## config.mk

```make
export PLATFORM = sky130hd
export DESIGN_NAME = pulse_timer
export DESIGN_NICKNAME = d
export VERILOG_FILES = /design/src/rtl/pipeline_types.sv /design/src/rtl/phase_counter.sv /design/src/rtl/pulse_timer.sv
export SDC_FILE = /design/constraint.sdc
export NUM_CORES = 1
export LEC_CHECK = 0
export CORE_MARGIN = 4
export CORE_UTILIZATION = 46
export DETAILED_ROUTE_END_ITERATION = 10
export GPL_TIMING_DRIVEN = 1
export PLACE_DENSITY_LB_ADDON = 0.1
export SLEW_MARGIN = 20
export SYNTH_ARGS = -nofsm -noshare
export SYNTH_HDL_FRONTEND = slang
export SYNTH_SLANG_ARGS = --single-unit
```

## constraint.sdc

```tcl
create_clock -name i_clk -period 2.1 [get_ports i_clk]
set_clock_uncertainty 0.1 [all_clocks]
set_input_delay 0.21 -clock i_clk [delete_from_list [all_inputs] [get_ports i_clk]]
set_output_delay 0.21 -clock i_clk [all_outputs]
set_load 0.005 [all_outputs]
```

## src/rtl/pipeline_types.sv

```systemverilog
// Shared types for the decoder pipeline: edge strobes, pulse timer states and
// the result record carried between pulse timing and symbol decoding.
package pipeline_types;

  localparam int PULSE_WIDTH = 10;

  typedef struct packed {
    logic rising;
    logic falling;
  } edges_t;

  typedef enum logic [1:0] {
    IDLE = 2'd0,
    HIGH = 2'd1,
    LOW  = 2'd2
  } pulse_state_e;

  typedef struct packed {
    logic [PULSE_WIDTH-1:0] high_time;
    logic [PULSE_WIDTH-1:0] low_time;
    logic [1:0]             overflow;
    logic                   timeout;
  } pulse_result_t;

endpackage

```

## src/rtl/phase_counter.sv

```systemverilog
// Enabled-cycle counter shared by the high and low phases. o_sat_hit marks an
// increment attempted while the counter already sits at all-ones.
module phase_counter #(
  parameter int WIDTH    = 10,
  parameter int SATURATE = 1
) (
  input  logic             i_clk,
  input  logic             i_reset_n,
  input  logic             i_clear,
  input  logic             i_enable,
  input  logic             i_force_sat,
  output logic [WIDTH-1:0] o_count,
  output logic             o_sat_hit
);

  logic [WIDTH-1:0] r_count;
  logic             w_all_ones;

  assign w_all_ones = &r_count;
  assign o_sat_hit  = i_enable && !i_clear && w_all_ones;
  assign o_count    = r_count;

  // i_force_sat makes the counter hold at all-ones even in wrap mode
  always_ff @(posedge i_clk or negedge i_reset_n) begin
    if (!i_reset_n) begin
      r_count <= '0;
    end else if (i_clear) begin
      r_count <= '0;
    end else if (i_enable) begin
      if (!w_all_ones) begin
        r_count <= r_count + WIDTH'(1);
      end else if (SATURATE == 0 && !i_force_sat) begin
        r_count <= '0;
      end
    end
  end

endmodule

```

## src/rtl/pulse_timer.sv

```systemverilog
// Per-pulse timing engine: measures high and low phases of a serial line from
// its edge strobes and hands out {high, low} pairs through a 1-deep register.
module pulse_timer
  import pipeline_types::*;
#(
  parameter int WIDTH    = 10,
  parameter int TIMEOUT  = 400,
  parameter int SATURATE = 1
) (
  input  logic             i_clk,
  input  logic             i_reset_n,
  input  logic             i_count_enable,
  input  edges_t           i_edges,
  input  logic             i_clear,
  input  logic             i_ready,
  output logic             o_valid,
  output logic [WIDTH-1:0] o_high_time,
  output logic [WIDTH-1:0] o_low_time,
  output logic [1:0]       o_overflow,
  output logic             o_timeout,
  output logic             o_overrun,
  output logic [WIDTH-1:0] o_timer_value
);

  localparam logic [WIDTH-1:0] TIMEOUT_LAST = WIDTH'(TIMEOUT - 1);
  localparam logic [WIDTH-1:0] TIMEOUT_TIME = WIDTH'(TIMEOUT);

  pulse_state_e     r_state, w_state_next;
  logic [WIDTH-1:0] w_count, w_emit_low;
  logic             w_sat_hit, w_cnt_clear, w_force_sat, w_cap_high, w_clr_flags;
  logic             w_emit, w_emit_timeout;
  logic             r_high_sat, r_low_sat;
  logic [WIDTH-1:0] r_high_cap;
  logic             r_valid, r_timeout, r_overrun;
  logic [WIDTH-1:0] r_high_time, r_low_time;
  logic [1:0]       r_overflow;

  phase_counter #(
    .WIDTH    (WIDTH),
    .SATURATE (SATURATE)
  ) u_counter (
    .i_clk       (i_clk),
    .i_reset_n   (i_reset_n),
    .i_clear     (w_cnt_clear),
    .i_enable    (i_count_enable),
    .i_force_sat (w_force_sat),
    .o_count     (w_count),
    .o_sat_hit   (w_sat_hit)
  );

  always_ff @(posedge i_clk or negedge i_reset_n) begin
    if (!i_reset_n) r_state <= IDLE;
    else            r_state <= w_state_next;
  end

  always_comb begin
    w_state_next   = r_state;
    w_cnt_clear    = 1'b0;
    w_force_sat    = 1'b0;
    w_cap_high     = 1'b0;
    w_clr_flags    = 1'b0;
    w_emit         = 1'b0;
    w_emit_timeout = 1'b0;
    w_emit_low     = w_count;
    if (i_clear || (i_edges.rising && i_edges.falling)) begin
      w_state_next = IDLE;
      w_cnt_clear  = 1'b1;
      w_clr_flags  = 1'b1;
    end else begin
      case (r_state)
        IDLE: begin
          w_force_sat = 1'b1;
          if (i_edges.rising) begin
            w_state_next = HIGH;
            w_cnt_clear  = 1'b1;
            w_clr_flags  = 1'b1;
          end
        end
        HIGH: begin
          if (i_edges.falling) begin
            w_state_next = LOW;
            w_cnt_clear  = 1'b1;
            w_cap_high   = 1'b1;
          end else if (i_edges.rising) begin
            w_cnt_clear  = 1'b1;
            w_clr_flags  = 1'b1;
          end
        end
        LOW: begin
          if (i_edges.rising) begin
            w_state_next = HIGH;
            w_cnt_clear  = 1'b1;
            w_clr_flags  = 1'b1;
            w_emit       = 1'b1;
          end else if (i_count_enable && w_count == TIMEOUT_LAST) begin
            w_state_next   = IDLE;
            w_emit         = 1'b1;
            w_emit_timeout = 1'b1;
            w_emit_low     = TIMEOUT_TIME;
          end
        end
        default: w_state_next = IDLE;
      endcase
    end
  end

  // Phase flags accumulate only while a phase is actually being measured
  always_ff @(posedge i_clk or negedge i_reset_n) begin
    if (!i_reset_n) begin
      r_high_sat <= 1'b0;
      r_low_sat  <= 1'b0;
      r_high_cap <= '0;
    end else begin
      if (w_cap_high) r_high_cap <= w_count;
      if (w_clr_flags) begin
        r_high_sat <= 1'b0;
        r_low_sat  <= 1'b0;
      end else begin
        if (r_state == HIGH && w_sat_hit) r_high_sat <= 1'b1;
        if (r_state == LOW && w_sat_hit)  r_low_sat  <= 1'b1;
      end
    end
  end

  always_ff @(posedge i_clk or negedge i_reset_n) begin
    if (!i_reset_n) begin
      r_valid     <= 1'b0;
      r_high_time <= '0;
      r_low_time  <= '0;
      r_overflow  <= '0;
      r_timeout   <= 1'b0;
      r_overrun   <= 1'b0;
    end else if (i_clear) begin
      r_valid     <= 1'b0;
      r_high_time <= '0;
      r_low_time  <= '0;
      r_overflow  <= '0;
      r_timeout   <= 1'b0;
      r_overrun   <= 1'b0;
    end else if (w_emit) begin
      if (r_valid && !i_ready) begin
        r_overrun <= 1'b1;
      end else begin
        r_valid     <= 1'b1;
        r_high_time <= r_high_cap;
        r_low_time  <= w_emit_low;
        r_overflow  <= {r_low_sat, r_high_sat};
        r_timeout   <= w_emit_timeout;
      end
    end else if (i_ready) begin
      r_valid <= 1'b0;
    end
  end

  assign o_valid       = r_valid;
  assign o_high_time   = r_high_time;
  assign o_low_time    = r_low_time;
  assign o_overflow    = r_overflow;
  assign o_timeout     = r_timeout;
  assign o_overrun     = r_overrun;
  assign o_timer_value = w_count;

endmodule

```

* Word-level counts from Yosys, hierarchy flattened
Cells that the tools add are included.
** Word-level totals
- Flip-flop bits (word level) :: 49
- Logic and storage cells :: 98
** Cells by class
- Add/sub/neg operators :: 1
- Equal/unequal tests :: 9
- Mux-type cells :: 53
- Reductions and logical operators :: 24
** Operators by type and width (count)
- two-way mux 10 bit :: 13
- two-way mux 1 bit :: 29
- two-way mux 2 bit :: 8
- adder 10 x 1 -> 10 bit, second input constant :: 1
- equality test 10 x 9 -> 1 bit, second input constant :: 1
- AND reduction 10 bit :: 1
- nonzero test 2 bit :: 5
- inequality test 3 bit, second input constant :: 3
- AND reduction 2 bit :: 4
- logical AND 1 bit :: 7
- case mux 2 bit (3 select lines) :: 1
- inequality test 4 bit, second input constant :: 1
- case mux 1 bit (2 select lines) :: 2
- AND reduction 3 bit :: 1
- nonzero test 3 bit :: 1
- equality test 2 x 1 -> 1 bit, second input constant :: 1
- equality test 2 bit, second input constant :: 1
- zero test 1 bit :: 2
- zero test 2 bit :: 1
- inequality test 2 x 1 -> 1 bit, second input constant :: 1
- inequality test 2 bit, second input constant :: 1
- OR reduction 2 bit :: 1
- logical OR 1 bit :: 1

* Depth between registers and ports, before layout
- Word-level depth :: 10
- Mapped depth :: 7
- Mapped depth without buffers :: 5

* Hierarchy
Synthesis repeated with hierarchy kept, for this count alone.
** Second synthesis, totals
- Cells, all modules :: 239
- Area total of the unflattened synthesis :: 2523.7 µm²
** By module, submodules not included
- pulse_timer :: instances 1, cells each 166, area an instance 1845.5 µm², seq. area each 975.9 µm²
- phase_counter :: instances 1, cells each 73, area an instance 678.2 µm², seq. area each 250.2 µm²

* Least setup slack after synthesis
Ideal clock, no wire load.
- Path kind :: register -> register
- Start :: register u_counter.r_count[0], in the netlist u_counter.o_count[0]
- End :: register r_low_time[8], in the netlist o_low_time[8]
- Setup time :: 121 ps
- Arrival :: 1890 ps
- Data required time :: 1879 ps
- Setup slack :: -11 ps
- Cell stages (with the launch flop) :: 7
- Clock period less this slack :: 2111 ps
- Cell sequence :: dfrtp_1 ha_1 nand4_1 or4_4 a21o_1 buf_6 a22o_1
** On the way
- Word-level cells in the longest chain between the ends :: 9
- Elaborated cells between the ends (all ways) :: 15
** Ends and longest elaborated chain
- start, declared :: line phase_counter.sv:16 : logic [WIDTH-1:0] r_count;
- start signal, assigned :: line phase_counter.sv:31 : r_count <= r_count + WIDTH'(1);
- equality test 10 x 9 -> 1 bit (*) :: line pulse_timer.sv:95 : end else if (i_count_enable && w_count == TIMEOUT_LAST) begin
- logical AND 1 bit (*) :: line pulse_timer.sv:95
- two-way mux 10 bit :: line pulse_timer.sv:95
- two-way mux 10 bit :: line pulse_timer.sv:90 : if (i_edges.rising) begin
- two-way mux 10 bit :: line pulse_timer.sv:70 : case (r_state)
- two-way mux 10 bit :: line pulse_timer.sv:65 : if (i_clear || (i_edges.rising && i_edges.falling)) begin
- two-way mux 10 bit :: line pulse_timer.sv:141 : if (r_valid && !i_ready) begin
- two-way mux 10 bit :: line pulse_timer.sv:140 : end else if (w_emit) begin
- two-way mux 10 bit :: line pulse_timer.sv:133 : end else if (i_clear) begin
- end signal, assigned :: line pulse_timer.sv:146 : r_low_time <= w_emit_low;
- end, declared :: line pulse_timer.sv:35 : logic [WIDTH-1:0] r_high_time, r_low_time;
Every way passes the cells marked *; elsewhere a longest branch is shown, timed or not. The select of a mux whose other input is x is not followed.
A chain may end at the register's enable or synchronous reset.

* Final worst setup path
- Start :: register u_counter.r_count[5], in the netlist u_counter.o_count[5]
- End :: register r_overflow[0], in the netlist o_overflow[0]
** On the way
- Word-level cells in the longest chain between the ends :: 8
** Ends and longest elaborated chain
- equality test 10 x 9 -> 1 bit :: line pulse_timer.sv:95
- logical AND 1 bit :: line pulse_timer.sv:95
- two-way mux 1 bit :: line pulse_timer.sv:95
- two-way mux 1 bit :: line pulse_timer.sv:90
- two-way mux 1 bit :: line pulse_timer.sv:70
- two-way mux 1 bit :: line pulse_timer.sv:65
- nonzero test 2 bit (no source line)
- AND reduction 2 bit (no source line)
- end signal, assigned :: line pulse_timer.sv:147 : r_overflow <= {r_low_sat, r_high_sat};
- end, declared :: line pulse_timer.sv:36 : logic [1:0] r_overflow;
Every way passes these cells.

==> reports/metrics.cfg <==
[outcome]
status = complete, no violations

[floorplan]
start_util_pct = 48.5
rows = 24
dieHeight_um = 76.4
coreArea_mm2 = 0.00444
fp.dieW_um = 76.4
ios = 42
fp.dieArea_mm2 = 0.00584

[timing]
rsz0062_at_grt = yes
max_freq_mhz = 489
worstMarginPinSlew_ns = 0.596
hold_violations = 0
finalCritPeriodShare_pct = 97.3
maxSlewViolCount = 0
setup_tns_ns = 0
setup_viol = 0
slew_headroom_pct = 60.3
fin_ws_ns = 0.0563
timing.final.crit_period_ns = 2.04

[logic_synthesis]
netlist_area_mm2 = 0.00215
syn_nets = 190
ys_ff_latch = 49
synthFlopType = dfrtp_1
yosys_warnings = 0
synthCells = 182
yosys-top-cells-area = dfrtp_1, a22o_1, mux2_2
synth-async-reset-ratio_pct = 100
synth_seq_area_share_pct = 56.9
synth_top_area_share_pct = 56.9
avgSynthCellArea_um2 = 11.8
synth_edf_count = 0
yosys.area.top_type = dfrtp_1
synth_cell_types = 39

[worst_setup_path]
slowest_stage = or4_4
cp.required_ns = 2.19
cp.arrival_ns = 2.14
criticalPathCategory = flop to flop
crit_path_max_incr_delay_ns = 0.44
path_cells = or3_1 > or4_4 > a21o_4 > buf_12 > a22o_4
critical_path_peak_fanout = 12
cp-startpoint = u_counter.o_count[5]
worst_setup_path_start_kind = flop
endpoint_kind = flop
r2r_start = u_counter.o_count[5]
reg2reg_depth = 5

[worst_hold_path]
worst_hold_path.num_cells = 2
hold_path_startpoint = r_high_cap[4]
hold_path.class = flop to flop

[pwr]
p_sw_mw = 0.372
power_density_mw_per_mm2 = 563
peakVddDrop_uv = 340
power_frac_comb_pct = 6.1
p_int_mw = 1.26
total_power_mw = 1.63
power_leakage_nw = 1.30
p_sw_share_pct = 22.8
p_seq_share_pct = 58.5
power.share.clock_pct = 35.5

[clocking]
h-tree-depth = 2
clk_latency_ns = 0.30
clockBufferDepth = 2
cts-root-buf = clkbuf_8
cts.clk_slew.worst_paths_ns = 0.09
cts_tree = done
cts.sinks = 49
numCtsBuffers = 5

[placed_design]
gp_congestion = 0.953
portBuffers = 41
pre_cts_slack_ns = -0.0951
hpwlAfterDp_um = 3760

[global_route]
grt_usage_pct = 18.5
grt_pass1_vias = 1742
gr-total-overflow = 0
antenna_found_initial = 0
grt_max_degree = 50
grt_pass1_wl_um = 8740

[cells_and_area]
layout_commonest_cell = dfrtp_1
mostFrequentLayoutCells = dfrtp_1, clkdlybuf4s50_1, buf_4, a22o_1, nor2_1
area_growth_pct = 34.1
fin_util_pct = 65.0
drive_gt1_share_pct = 20.9
nets = 256
num_antenna_cells = 0
nFillCells = 359

[detailed_routing]
ant_nets = 0
wl_per_cell_um = 16.9
drt_iter0_drc = 109
post-route-drc-count = 0
wirelength_um = 5090
route.vias.total = 1735
first_pass_iters = 4
viasPerCell = 5.76

[job]
cap_violations = 0

[worst paths after layout]
path	end	slack [ns]
worst min-delay path	r_high_cap[4]	0.39
worst max register to register	o_overflow[0]	0.06
worst min register to register	r_high_cap[4]	0.39
worst max-delay path	o_overflow[0]	0.06
max in group asynchronous	r_high_cap[0]	1.07
min in group asynchronous	o_low_time[8]	0.43
[registers in the layout (all words and copies together) (netlist names), 2 cells and up]
signal and cells:
u_counter.o_count 10, r_high_cap 10, r_state 2, o_low_time 10, o_high_time 10, o_overflow 2
[cell families after synthesis]
kind of cell	Yosys count	share of synthesized area, %
adders and majority gates	1	0.581
and+or+nand+nor	58	14.6
xor gates and xnor gates	3	1.22
muxes	10	5.17
buffers and inverters	12	4.06
DFF	49	56.9
AOI/OAI and AO/OA	49	17.4
[cell type report]
cell class / instances / area, um^2 / area share, %
clock buffer: 6 / 82.6 / 2.86
timing repair buffer: 69 / 634 / 21.9
clock inverter: 2 / 13.8 / 0.476
inverter: 2 / 7.51 / 0.260
sequential: 49 / 1230 / 42.4
tap: 52 / 65.1 / 2.25
multi-input combinational: 121 / 861 / 29.8
[metrics by stage]
stage | instances | hold WS [ns] | cell area [um^2]
CTS | 301 | 0.395 | 2870
global placement | 292 | 0.228 | 2760
floorplan | 182 | -0.186 | 2160
finish | 301 | 0.387 | 2890
global route | 301 | 0.414 | 2890
detailed placement | 292 | 0.243 | 2760
[metal layers]
metal  track usage [%]  wire length, um  vias up
met5                 0                0        -
met4              6.16               80        0
met3              4.02              236       10
met2              29.0             2510       54
met1              25.4             2260      855
li1                  -                -      816
[power groups by stage]
stage / clock (mW) / combinational, mW / sequential, mW
after floorplan: 0 / 0.0378 / 0.971
after global placement: 0 / 0.0909 / 0.970
after detailed placement: 0 / 0.0947 / 0.970
after CTS: 0.589 / 0.0966 / 0.951
after global routing: 0.633 / 0.111 / 0.952
final: 0.578 / 0.0987 / 0.951
[critical path: cells and delay by family (launching register included)]
kind	cells	cell delay, ns
simple gates	2	0.84
compound gates	2	0.48
flops	1	0.38
buf+inv	1	0.14
[synthesized netlist by cell type, types with 5 or more instances]
cell type,count
nor2_1,12
dfrtp_1,49
nor3_1,5
nand3_1,8
a22o_1,20
nand2_1,11
a31oi_1,7
mux2_2,9
[repair_timing]
action	in CTS	in global routing
setup endpoints to repair	0	22
hold buffers	1	0
setup buffers	0	0
gates resized for setup	0	4
endpoints found under the hold margin	49	0
No activity file was read; power rests on OpenSTA's default activity.
